===== src/rtl/alu_sequencer.sv =====
// alu_sequencer
// Accepts one ALU command at a time, holds its operands stable on the alu_*
// outputs toward an external combinational ALU, and returns a single response.
//   - Forwarded ops (0-3, 8-11): wait SETTLE_CYCLES cycles, then capture alu_result.
//   - MUL (op 6): internal unsigned 32x32 shift-add over 32 cycles; alu_result unused.
//   - Any other op: immediate error response.
// Ports:
//   clk, reset                         clock, synchronous active-high reset
//   cmd_valid/cmd_ready                command handshake
//   cmd_op, cmd_a, cmd_b, cmd_num      command opcode and operands
//   alu_opcode, alu_a, alu_b, alu_num  latched command driven to the ALU
//   alu_result                         ALU combinational result
//   rsp_valid/rsp_ready                response handshake
//   rsp_lo, rsp_hi, rsp_err            result / low product, high product, bad opcode
//   busy                               high whenever not IDLE
module alu_sequencer #(
  parameter int unsigned SETTLE_CYCLES = 1
) (
  input  logic        clk,
  input  logic        reset,
  input  logic        cmd_valid,
  output logic        cmd_ready,
  input  logic [4:0]  cmd_op,
  input  logic [31:0] cmd_a,
  input  logic [31:0] cmd_b,
  input  logic [31:0] cmd_num,
  output logic [31:0] alu_a,
  output logic [31:0] alu_b,
  output logic [31:0] alu_num,
  output logic [4:0]  alu_opcode,
  input  logic [31:0] alu_result,
  output logic        rsp_valid,
  input  logic        rsp_ready,
  output logic [31:0] rsp_lo,
  output logic [31:0] rsp_hi,
  output logic        rsp_err,
  output logic        busy
);

  typedef enum logic [1:0] {
    IDLE,
    SETTLE,
    MUL,
    DONE
  } state_e;

  state_e      state_q, state_d;
  logic [4:0]  op_q, op_d;
  logic [31:0] a_q, a_d;
  logic [31:0] b_q, b_d;
  logic [31:0] num_q, num_d;
  logic [3:0]  cnt_q, cnt_d;
  logic [4:0]  mul_cnt_q, mul_cnt_d;
  logic [31:0] mul_hi_q, mul_hi_d;
  logic [31:0] mul_lo_q, mul_lo_d;
  logic [31:0] rsp_lo_q, rsp_lo_d;
  logic [31:0] rsp_hi_q, rsp_hi_d;
  logic        rsp_err_q, rsp_err_d;

  logic        fwd_op;
  logic [32:0] mul_sum;
  logic [31:0] step_hi;
  logic [31:0] step_lo;

  assign fwd_op = (cmd_op[4:2] == 3'b000) || (cmd_op[4:2] == 3'b010);

  // One shift-add step: {mul_hi, mul_lo} starts as {0, b}; each step adds a to
  // the high half when the current multiplier bit is set, then shifts the whole
  // pair right. After 32 steps the pair holds the 64-bit product.
  always_comb begin
    mul_sum = {1'b0, mul_hi_q} + (mul_lo_q[0] ? {1'b0, a_q} : 33'd0);
    step_hi = mul_sum[32:1];
    step_lo = {mul_sum[0], mul_lo_q[31:1]};
  end

  always_comb begin
    state_d   = state_q;
    op_d      = op_q;
    a_d       = a_q;
    b_d       = b_q;
    num_d     = num_q;
    cnt_d     = cnt_q;
    mul_cnt_d = mul_cnt_q;
    mul_hi_d  = mul_hi_q;
    mul_lo_d  = mul_lo_q;
    rsp_lo_d  = rsp_lo_q;
    rsp_hi_d  = rsp_hi_q;
    rsp_err_d = rsp_err_q;

    case (state_q)
      IDLE: begin
        if (cmd_valid) begin
          op_d  = cmd_op;
          a_d   = cmd_a;
          b_d   = cmd_b;
          num_d = cmd_num;
          if (fwd_op) begin
            state_d = SETTLE;
            cnt_d   = 4'(SETTLE_CYCLES);
          end else if (cmd_op == 5'd6) begin
            state_d   = MUL;
            mul_cnt_d = '0;
            mul_hi_d  = '0;
            mul_lo_d  = cmd_b;
          end else begin
            state_d   = DONE;
            rsp_lo_d  = '0;
            rsp_hi_d  = '0;
            rsp_err_d = 1'b1;
          end
        end
      end
      SETTLE: begin
        cnt_d = cnt_q - 4'd1;
        if (cnt_q == 4'd1) begin
          state_d   = DONE;
          rsp_lo_d  = alu_result;
          rsp_hi_d  = '0;
          rsp_err_d = 1'b0;
        end
      end
      MUL: begin
        mul_hi_d  = step_hi;
        mul_lo_d  = step_lo;
        mul_cnt_d = mul_cnt_q + 5'd1;
        if (mul_cnt_q == 5'd31) begin
          state_d   = DONE;
          rsp_hi_d  = step_hi;
          rsp_lo_d  = step_lo;
          rsp_err_d = 1'b0;
        end
      end
      DONE: begin
        if (rsp_ready) begin
          state_d = IDLE;
        end
      end
      default: state_d = IDLE;
    endcase
  end

  always_ff @(posedge clk) begin
    if (reset) begin
      state_q   <= IDLE;
      op_q      <= '0;
      a_q       <= '0;
      b_q       <= '0;
      num_q     <= '0;
      cnt_q     <= '0;
      mul_cnt_q <= '0;
      mul_hi_q  <= '0;
      mul_lo_q  <= '0;
      rsp_lo_q  <= '0;
      rsp_hi_q  <= '0;
      rsp_err_q <= 1'b0;
    end else begin
      state_q   <= state_d;
      op_q      <= op_d;
      a_q       <= a_d;
      b_q       <= b_d;
      num_q     <= num_d;
      cnt_q     <= cnt_d;
      mul_cnt_q <= mul_cnt_d;
      mul_hi_q  <= mul_hi_d;
      mul_lo_q  <= mul_lo_d;
      rsp_lo_q  <= rsp_lo_d;
      rsp_hi_q  <= rsp_hi_d;
      rsp_err_q <= rsp_err_d;
    end
  end

  assign cmd_ready  = (state_q == IDLE);
  assign busy       = (state_q != IDLE);
  assign rsp_valid  = (state_q == DONE);
  assign rsp_lo     = rsp_lo_q;
  assign rsp_hi     = rsp_hi_q;
  assign rsp_err    = rsp_err_q;
  assign alu_a      = a_q;
  assign alu_b      = b_q;
  assign alu_num    = num_q;
  assign alu_opcode = op_q;

endmodule


===== config.mk =====
export PLATFORM = sky130hd
export DESIGN_NAME = alu_sequencer
export DESIGN_NICKNAME = d
export VERILOG_FILES = /design/src/rtl/alu_sequencer.sv
export SDC_FILE = /design/constraint.sdc
export NUM_CORES = 1
export LEC_CHECK = 0
export ABC_AREA = 1
export BUFFER_PORTS_ARGS = -buffer_cell sky130_fd_sc_hd__buf_4
export CAP_MARGIN = 20
export CORE_UTILIZATION = 50
export DETAILED_ROUTE_END_ITERATION = 10
export HOLD_SLACK_MARGIN = 0.12
export PLACE_DENSITY = 0.78
export SLEW_MARGIN = 20
export SYNTH_ARGS = -nofsm -noshare
export SYNTH_HDL_FRONTEND = slang
export SYNTH_SLANG_ARGS = --single-unit

===== constraint.sdc =====
create_clock -name clk -period 5.7 [get_ports clk]
set_clock_uncertainty 0.1 [all_clocks]
set_input_delay 0.285 -clock clk [delete_from_list [all_inputs] [get_ports clk]]
set_output_delay 0.285 -clock clk [all_outputs]
set_load 0.01 [all_outputs]

Yosys cells after proc, flatten, opt, wreduce, memory -nomap -nowiden
Index checks and enable logic that the tools add are counted. Widths: inputs -> output; s select.

$add $sub $neg: 3. Multipliers: 0. Div/mod/pow operators: 0. $lt $le $gt $ge: 0. Equality and inequality tests: 15. Shift operators: 0. Muxes and demuxes: 38. Bitwise operators: 0. Reductions and logical operators: 12.

Operators with widths (number): $mux 32 (14); $pmux 32 s3 (2); $pmux 32 s2 (2); $add 32x32->33 (1); $mux 5 (3); $mux 2 (5); $ne 2x2->1 const B (5); $pmux 5 s2 (1); $mux 4 (2); $pmux 2 s4 (1); $pmux 4 s2 (1); $reduce_and 4->1 (2); $mux 1 (6); $ne 2x1->1 const B (3); $reduce_and 6->1 (1); $reduce_bool 2->1 (3); $add 5x1->5 const B (1); $eq 5x3->1 const B (1); $eq 5x5->1 const B (1); $eq 2x2->1 const B (2); $eq 4x1->1 const B (1); $sub 4x1->4 const B (1); $eq 3x2->1 const B (1); $logic_not 3->1 (1); other kinds (7) (7).

Bits in registers: 241. Latch bits: 0. RAM bits: 0. Bits in read-only memories: 0. Memories kept: 0.

Depth between registers and ports, before layout
Gate-level depths: netlist (run 1).

Depth in word-level cells: 5. Gate-level depth with buffers: 18. Gate-level depth less buffers: 16.

Worst setup path after synthesis (run 1)
No wires, ideal clock.

Kind: flip-flop to flip-flop. Start point: reg mul_lo_q[0]. End point: reg mul_hi_q[15]. Library setup time: 0.070 ns. Data arrival time: 2.283 ns. Path slack: 3.247 ns. Stages on the path, launching flop included: 18. Buffers on the path: 2. Cells stage by stage: dfxtp_1 -> clkbuf_1 -> clkbuf_1 -> nand2_1 -> inv_1 -> ha_1 -> inv_1 -> fa_1 -> inv_1 -> nand3_1 -> nand3_1 -> nand2_1 -> nand2_1 -> nand2_1 -> nand2_1 -> or2_2 -> nand3_1 -> a21oi_1.

Word-level cells in the longest chain between the ends: 3.

RTL lines: start, declared (RTL line 55) `logic [31:0] mul_lo_q, mul_lo_d;`; start signal, assigned (RTL line 165) `mul_lo_q <= mul_lo_d;`; $mux 32 (RTL line 71) `mul_sum = {1'b0, mul_hi_q} + (mul_lo_q[0] ? {1'b0, a_q} : 33'd0);`; $add 32x32->33 (RTL line 71); $pmux 32 s2 (RTL line 90) `case (state_q)`; end signal, assigned (RTL line 164) `mul_hi_q <= mul_hi_d;`; end, declared (RTL line 54) `logic [31:0] mul_hi_q, mul_hi_d;`.

No other way between the ends. A chain may end at the register's enable or synchronous reset.

Worst setup path after layout (run 1)
Start point: reg state_q[0]. End point: reg mul_lo_q[13].

Word-level cells in the longest chain between the ends: 3.

RTL lines: start, declared (RTL line 47) `state_e state_q, state_d;`; start signal, assigned (RTL line 157) `state_q <= state_d;`; $logic_not 2->1 or $eq 2x2->1 (tied branches) (RTL line 90); $ne 2x1->1 (no line) (tied with other cells); $reduce_and 4->1 (no line).

Several ways; a longest one is shown, not always the timed one.

==> results of run 1 <==
layout make-up:
type                       instances  area, um2
fill                            1758       6350
clock inverter                    18        314
antenna                            1       2.50
tap                              313        392
timing repair buffer             448       3700
sequential                       241       4820
inverter                         202        762
multi-input combinational       1212       5730
clock buffer                      30        706
cells by family (layout without fill, tap and decap cells):
family                   Yosys count  after routing  share of synthesized area, %
AND/OR/NAND/NOR                  749            749                          25.5
buffers and inverters            298            698                          9.94
XOR/XNOR                           2              2                         0.150
AO/OA/AOI/OAI                    420            420                          18.8
flip-flops                       241            241                          41.2
other                              0              1                             0
adder cells (fa/ha/maj)           41             41                          4.44
Yosys cell counts (2+ instances only):
master | number | area share, %
clkbuf_1 | 68 | 2.2
nand2_1 | 336 | 11
nand3b_1 | 5 | 0.32
dfxtp_1 | 241 | 41
nor2_1 | 304 | 9.7
o21bai_1 | 4 | 0.26
o21ai_0 | 200 | 8.5
buf_2 | 21 | 0.90
a21oi_1 | 163 | 7.0
a211oi_1 | 2 | 0.13
inv_1 | 198 | 6.3
inv_2 | 4 | 0.13
or2_2 | 2 | 0.11
nor3_1 | 43 | 1.8
buf_1 | 2 | 0.064
a22oi_1 | 32 | 2.1
buf_4 | 5 | 0.32
nor2_2 | 2 | 0.11
nand4_1 | 4 | 0.21
o21ai_1 | 17 | 0.73
ha_1 | 40 | 4.3
nand3_1 | 50 | 2.1
power groups by stage:
stage / registers [W] / clock network (W) / logic, W
final: 0.00244 / 0.00197 / 0.00302
after global placement: 0.00244 / 0 / 0.00282
after floorplan: 0.00254 / 0 / 0.00174
after global routing: 0.00248 / 0.00206 / 0.00334
after detailed placement: 0.00245 / 0 / 0.00287
after CTS: 0.00242 / 0.00198 / 0.00296
layer usage:
metal  share of wire (%)  vias up  wire, um  track usage, %
met5               0.033        -        13               0
met4                 4.4        2      1710            14.3
li1                    -     6378         -               -
met2                  48      544     19000            56.3
met1                  40     5921     15700            37.2
met3                 7.1      121      2790            6.10
flip-flops by register name, indices dropped and copies added (netlist names):
name / flops
mul_hi_q: 32
alu_b: 32
state_q: 2
rsp_err: 1
alu_opcode: 5
mul_cnt_q: 5
cnt_q: 4
rsp_lo: 32
alu_a: 32
alu_num: 32
mul_lo_q: 32
rsp_hi: 32
final timing paths:
check               from            to  slack [ns]  cells after the start
max           state_q[0]  mul_lo_q[13]        2.29                     10
min                reset    rsp_lo[14]        0.18                      2
max reg2reg   state_q[0]  mul_lo_q[13]        2.29                     10
min reg2reg  mul_lo_q[1]   mul_lo_q[1]        0.37                      2
per-stage QoR:
stage | worst slack, ns | power (W) | util (%)
after global routing | 2.03 | 0.00788 | 72.1
final | 2.29 | 0.00742 | 72.1
after CTS | 2.28 | 0.00737 | 72.1
after detailed placement | 2.37 | 0.00532 | 61.7
after floorplan | 3.25 | 0.00428 | -
after global placement | 2.47 | 0.00526 | 61.7
cells in the final DEF, fill, tap and decap left out, drive strengths merged, types with 4 or more instances in the layout:
cell	instances
o21bai	4
buf	314
nand4	4
nor3	44
a21oi	163
nand2	336
o21ai	217
bufinv	7
nand3b	5
nand3	50
a22oi	32
ha	40
dfxtp	241
clkinvlp	8
nor2	307
inv	202
dlygate4sd3	134
clkbuf	30
timing repair:
item	in CTS	in global routing
endpoints found under the hold margin	167	0
resized for setup	0	0
hold buffers	134	0
==> flow_metrics.env, run 1 <==
export IMPL_outcome="completed"
export IMPL_worstSkewPairLatency_ns=0.56
export IMPL_synthCells=1751
export IMPL_powerDensity_nw_per_um2=452
export IMPL_p_int_w=0.00444
export IMPL_whs_ns=0.184
export IMPL_grt_usage_pct=31.8
export IMPL_die_h_um=155
export IMPL_viasPerCell=5.26
export IMPL_initial_core_util_pct=51.4
export IMPL_dieArea_um2=24000
export IMPL_row_count=55
export IMPL_async_flop_share_pct=0
export IMPL_clock_fmax_mhz=293
export IMPL_area_growth_pct=40.3
export IMPL_path_max_fanout=78
export IMPL_start_kind="flop"
export IMPL_final_instance_count_excl_fill=2465
export IMPL_seqPwrFrac_pct=32.8
export IMPL_h_tree_depth=1
export IMPL_portBuffers=305
export IMPL_cp_num_buf_inv=4
export IMPL_gp_congestion=0.974
export IMPL_peakVddDrop_mv=0.406
export IMPL_synth_ff_latch_count=241
export IMPL_antenna_found_initial=2
export IMPL_p_sw_share_pct=40.1
export IMPL_end_kind="flop"
export IMPL_drv_cap=0
export IMPL_drtPass1Iterations=5
export IMPL_finalMaxSlewViolations=0
export IMPL_post_cts_buffers=0
export IMPL_path_cells="inv_1 > ha_1 > inv_2 > buf_4 > a21oi_1 > nand2_2 > buf_4 > nor3_1 > a21oi_1 > a21oi_1"
export IMPL_max_slew_worst_pin_slew_ns=1.13
export IMPL_clk_path_buf_depth=3
export IMPL_rsz0062_at_grt="no"
export IMPL_grt_pass1_vias=12700
export IMPL_wl_per_cell_um=15.9
export IMPL_cts_buffers=26
export IMPL_p_switching_w=0.00298
export IMPL_postSynthAreaPerCell_um2=6.69
export IMPL_grt_max_degree=108
export IMPL_grt_overflow=0
export IMPL_max_slew_margin_rel_pct=24.7
export IMPL_syn_num_nets=1929
export IMPL_core_area_um2=22800
export IMPL_drc=0
export IMPL_cts_reportedPaths_clkPinSlew_ns=0.07
export IMPL_ys_flop_type="dfxtp_1"
export IMPL_cts_tree="built"
export IMPL_nets=2309
export IMPL_yosysSeqAreaShare_pct=41.2
export IMPL_synthDistinctLibCells=30
export IMPL_place_inst=2282
export IMPL_io_pin_count=306
export IMPL_synth_edf_count=0
export IMPL_setup_violations=0
export IMPL_hold_viol_final=0
export IMPL_cp_slowest_cell="buf_4"
export IMPL_crit_top_cell="a21oi_1"
export IMPL_final_antenna_net_count=0
export IMPL_grt_pass1_wl_mm=62.2
export IMPL_critPathTopFamily="buffers and inverters"
export IMPL_p_leak_nw=7.78
export IMPL_synth_warnings=0
export IMPL_comb_power_share_pct=40.6
export IMPL_finalSetupTns_ns=0
export IMPL_fin_crit_ns=3.41
export IMPL_clkSinkCount=241
export IMPL_fp_dieW_um=155
export IMPL_clock_power_share_pct=26.5
export IMPL_cts_root_buffer="clkbuf_16"
export IMPL_drt_iter0_markers=856
export IMPL_critPathRequiredTime_ns=6.00
export IMPL_synth_area_um2=11700
export IMPL_drive_gt1_share_pct=17.5
export IMPL_final_area_um2=16400
export IMPL_hold_path_class="input pin to flop"
export IMPL_slowest_delay_ns=0.62
export IMPL_cp_arrival_ns=3.71
export IMPL_place_hpwl_mm=24.6
export IMPL_critical_path_class="flop to flop"
export IMPL_dpl_cell_area_um2=14100
export IMPL_route_final_wire_length_mm=39.2
export IMPL_finalCritPeriodShare_pct=59.9
export IMPL_vias=13000
Note: power is estimated with default switching activity, not from simulation.
==> inputs of run 2 (changes only) <==
Clock period 5.7 ns to 3.3 ns, I/O delays scaled along.
==> run 2 against run 1 <==
Critical path depth rose by 2; maximum frequency is 31% higher; clock-buffer cell count stayed put; clock power rose by 70%; critical path type unchanged; largest power group unchanged.
==> flow_metrics.env, run 2 (synthesis results as in run 1) <==
export IMPL_hold_viol_final=0
export IMPL_powerDensity_nw_per_um2=783
export IMPL_rr_worst_depth=12
export IMPL_area_growth_pct=41.7
export IMPL_max_slew_margin_rel_pct=45.8
export IMPL_clk_path_buf_depth=3
export IMPL_worstSkewPairLatency_ns=0.55
export IMPL_dpl_worst_slack_ns=0.758
export IMPL_min_path_cells=4
export IMPL_path_max_fanout=33
export IMPL_drc=0
export IMPL_grt_pass1_wl_mm=63.6
export IMPL_final_area_um2=16600
export IMPL_outcome="completed"
export IMPL_place_hpwl_mm=25.3
export IMPL_clkSinkCount=241
export IMPL_path_cells="ha_1 > inv_1 > nor3_1 > ha_1 > or2_0 > nand3b_1 > nor2_1 > nand2_1 > nor2_4 > buf_4 > a22oi_1 > nor2_1"
export IMPL_slowest_delay_ns=0.38
export IMPL_drt_iter0_markers=942
export IMPL_core_area_um2=22800
export IMPL_h_tree_depth=1
export IMPL_finalCritPeriodShare_pct=79.1
export IMPL_final_antenna_net_count=0
export IMPL_fin_crit_ns=2.61
export IMPL_hold_path_endpoint="alu_num[18]"
export IMPL_hp_start="cmd_num[18]"
export IMPL_gp_congestion=0.973
export IMPL_p_leak_nw=7.88
export IMPL_cts_buffers=26
export IMPL_fp_dieW_um=155
export IMPL_dpl_cell_area_um2=14200
export IMPL_drive_gt1_share_pct=17.7
export IMPL_hold_path_class="input pin to flop"
export IMPL_antenna_found_initial=2
export IMPL_r2r_start="mul_cnt_q[0]"
export IMPL_rsz0062_at_grt="no"
export IMPL_finalMaxSlewViolations=0
export IMPL_route_final_wire_length_mm=40.3
export IMPL_setup_violations=0
export IMPL_portBuffers=305
export IMPL_critPathRequiredTime_ns=3.68
export IMPL_cp_slowest_cell="dfxtp_1"
export IMPL_grt_max_degree=78
export IMPL_r2r_slack_ns=0.69
export IMPL_peakVddDrop_mv=0.572
export IMPL_cts_tree="built"
export IMPL_critical_path_class="flop to flop"
export IMPL_finalSetupTns_ns=0
export IMPL_start_kind="flop"
export IMPL_grt_overflow=0
export IMPL_cp_arrival_ns=3.00
export IMPL_max_slew_worst_pin_slew_ns=0.813
export IMPL_grt_usage_pct=32.7
export IMPL_worst_r2r_endpoint="rsp_lo[1]"
export IMPL_row_count=55
export IMPL_viasPerCell=5.28
export IMPL_initial_core_util_pct=51.4
export IMPL_io_pin_count=306
export IMPL_drtPass1Iterations=8
export IMPL_fillers=1730
export IMPL_final_common_cell="nand2_1"
export IMPL_end_kind="flop"
export IMPL_drv_cap=0
export IMPL_clock_fmax_mhz=383
export IMPL_die_h_um=155
export IMPL_setup_ws_ns=0.688
export IMPL_dieArea_um2=24000
export IMPL_vias=13100
export IMPL_cts_root_buffer="clkbuf_16"
export IMPL_grt_pass1_vias=12700
export IMPL_layout_common_cells="334 x nand2_1, 320 x buf_4, 304 x nor2_1"
export IMPL_wl_per_cell_um=16.2
export IMPL_cts_reportedPaths_clkPinSlew_ns=0.07
export IMPL_nets=2326
## run 2: area by class of cell
| class | instances | area, um2 | share of cell area [%] |
|---|---|---|---|
| antenna | 2 | 5.00 | 0.0302 |
| clock buffer | 30 | 696 | 4.19 |
| clock inverter | 17 | 298 | 1.80 |
| inverter | 202 | 762 | 4.59 |
| multi-input combinational | 1212 | 5730 | 34.5 |
| sequential | 241 | 4820 | 29.1 |
| tap | 313 | 392 | 2.36 |
| timing repair buffer | 465 | 3880 | 23.4 |
## run 2: repair_timing
item,4_1_cts,5_1_grt
setup buffers,0,0
hold buffers,142,0
hold endpoints to repair,196,0
resized for setup,0,0
## run 2: power breakdown
part / total [W] / internal (W) / switching, W
Combinational: 0.00546 / 0.00199 / 0.00346
Clock: 0.00334 / 0.00207 / 0.00127
Sequential: 0.00419 / 0.00371 / 0.000482
Total: 0.0130 / 0.00777 / 0.00522
## run 2: layer usage
| metal | share of wire (%) | track usage [%] | up-vias |
|---|---|---|---|
| li1 | - | - | 6431 |
| met1 | 40 | 38.1 | 6004 |
| met2 | 49 | 57.6 | 550 |
| met3 | 7.2 | 6.55 | 129 |
| met4 | 4.7 | 15.5 | 0 |
| met5 | 0 | 0 | - |
## run 2: critical path, delay by kind of cell (launching register included)
kind | cells | cell delay (ns)
AND/OR/NAND/NOR | 7 | 1.12
buffers and inverters | 2 | 0.43
flip-flops | 1 | 0.38
adder cells (fa/ha/maj) | 2 | 0.36
AO/OA/AOI/OAI | 1 | 0.15
## run 2: how the worst max path moves through the flow
stage | start | to | slack [ns] | cells past startpoint
floorplan | mul_lo_q[0] | mul_hi_q[15] | 0.85 | 17
CTS | mul_cnt_q[0] | rsp_lo[1] | 0.70 | 12
finish | mul_cnt_q[0] | rsp_lo[1] | 0.69 | 12
detailed placement | mul_lo_q[0] | rsp_hi[31] | 0.76 | 14
global placement | mul_lo_q[0] | mul_hi_q[28] | 0.83 | 15
global route | mul_cnt_q[0] | rsp_lo[1] | 0.46 | 12
## run 2: per-stage QoR
stage	utilization, %	cells	total power [W]	hold slack (ns)
2_1_floorplan	-	1751	0.00739	0.213
3_3_place_gp	62.2	2291	0.00920	0.301
3_5_place_dp	62.2	2291	0.00933	0.306
4_1_cts	72.8	2480	0.0128	0.271
5_1_grt	72.8	2482	0.0137	0.324
6_report	72.8	2482	0.0130	0.307
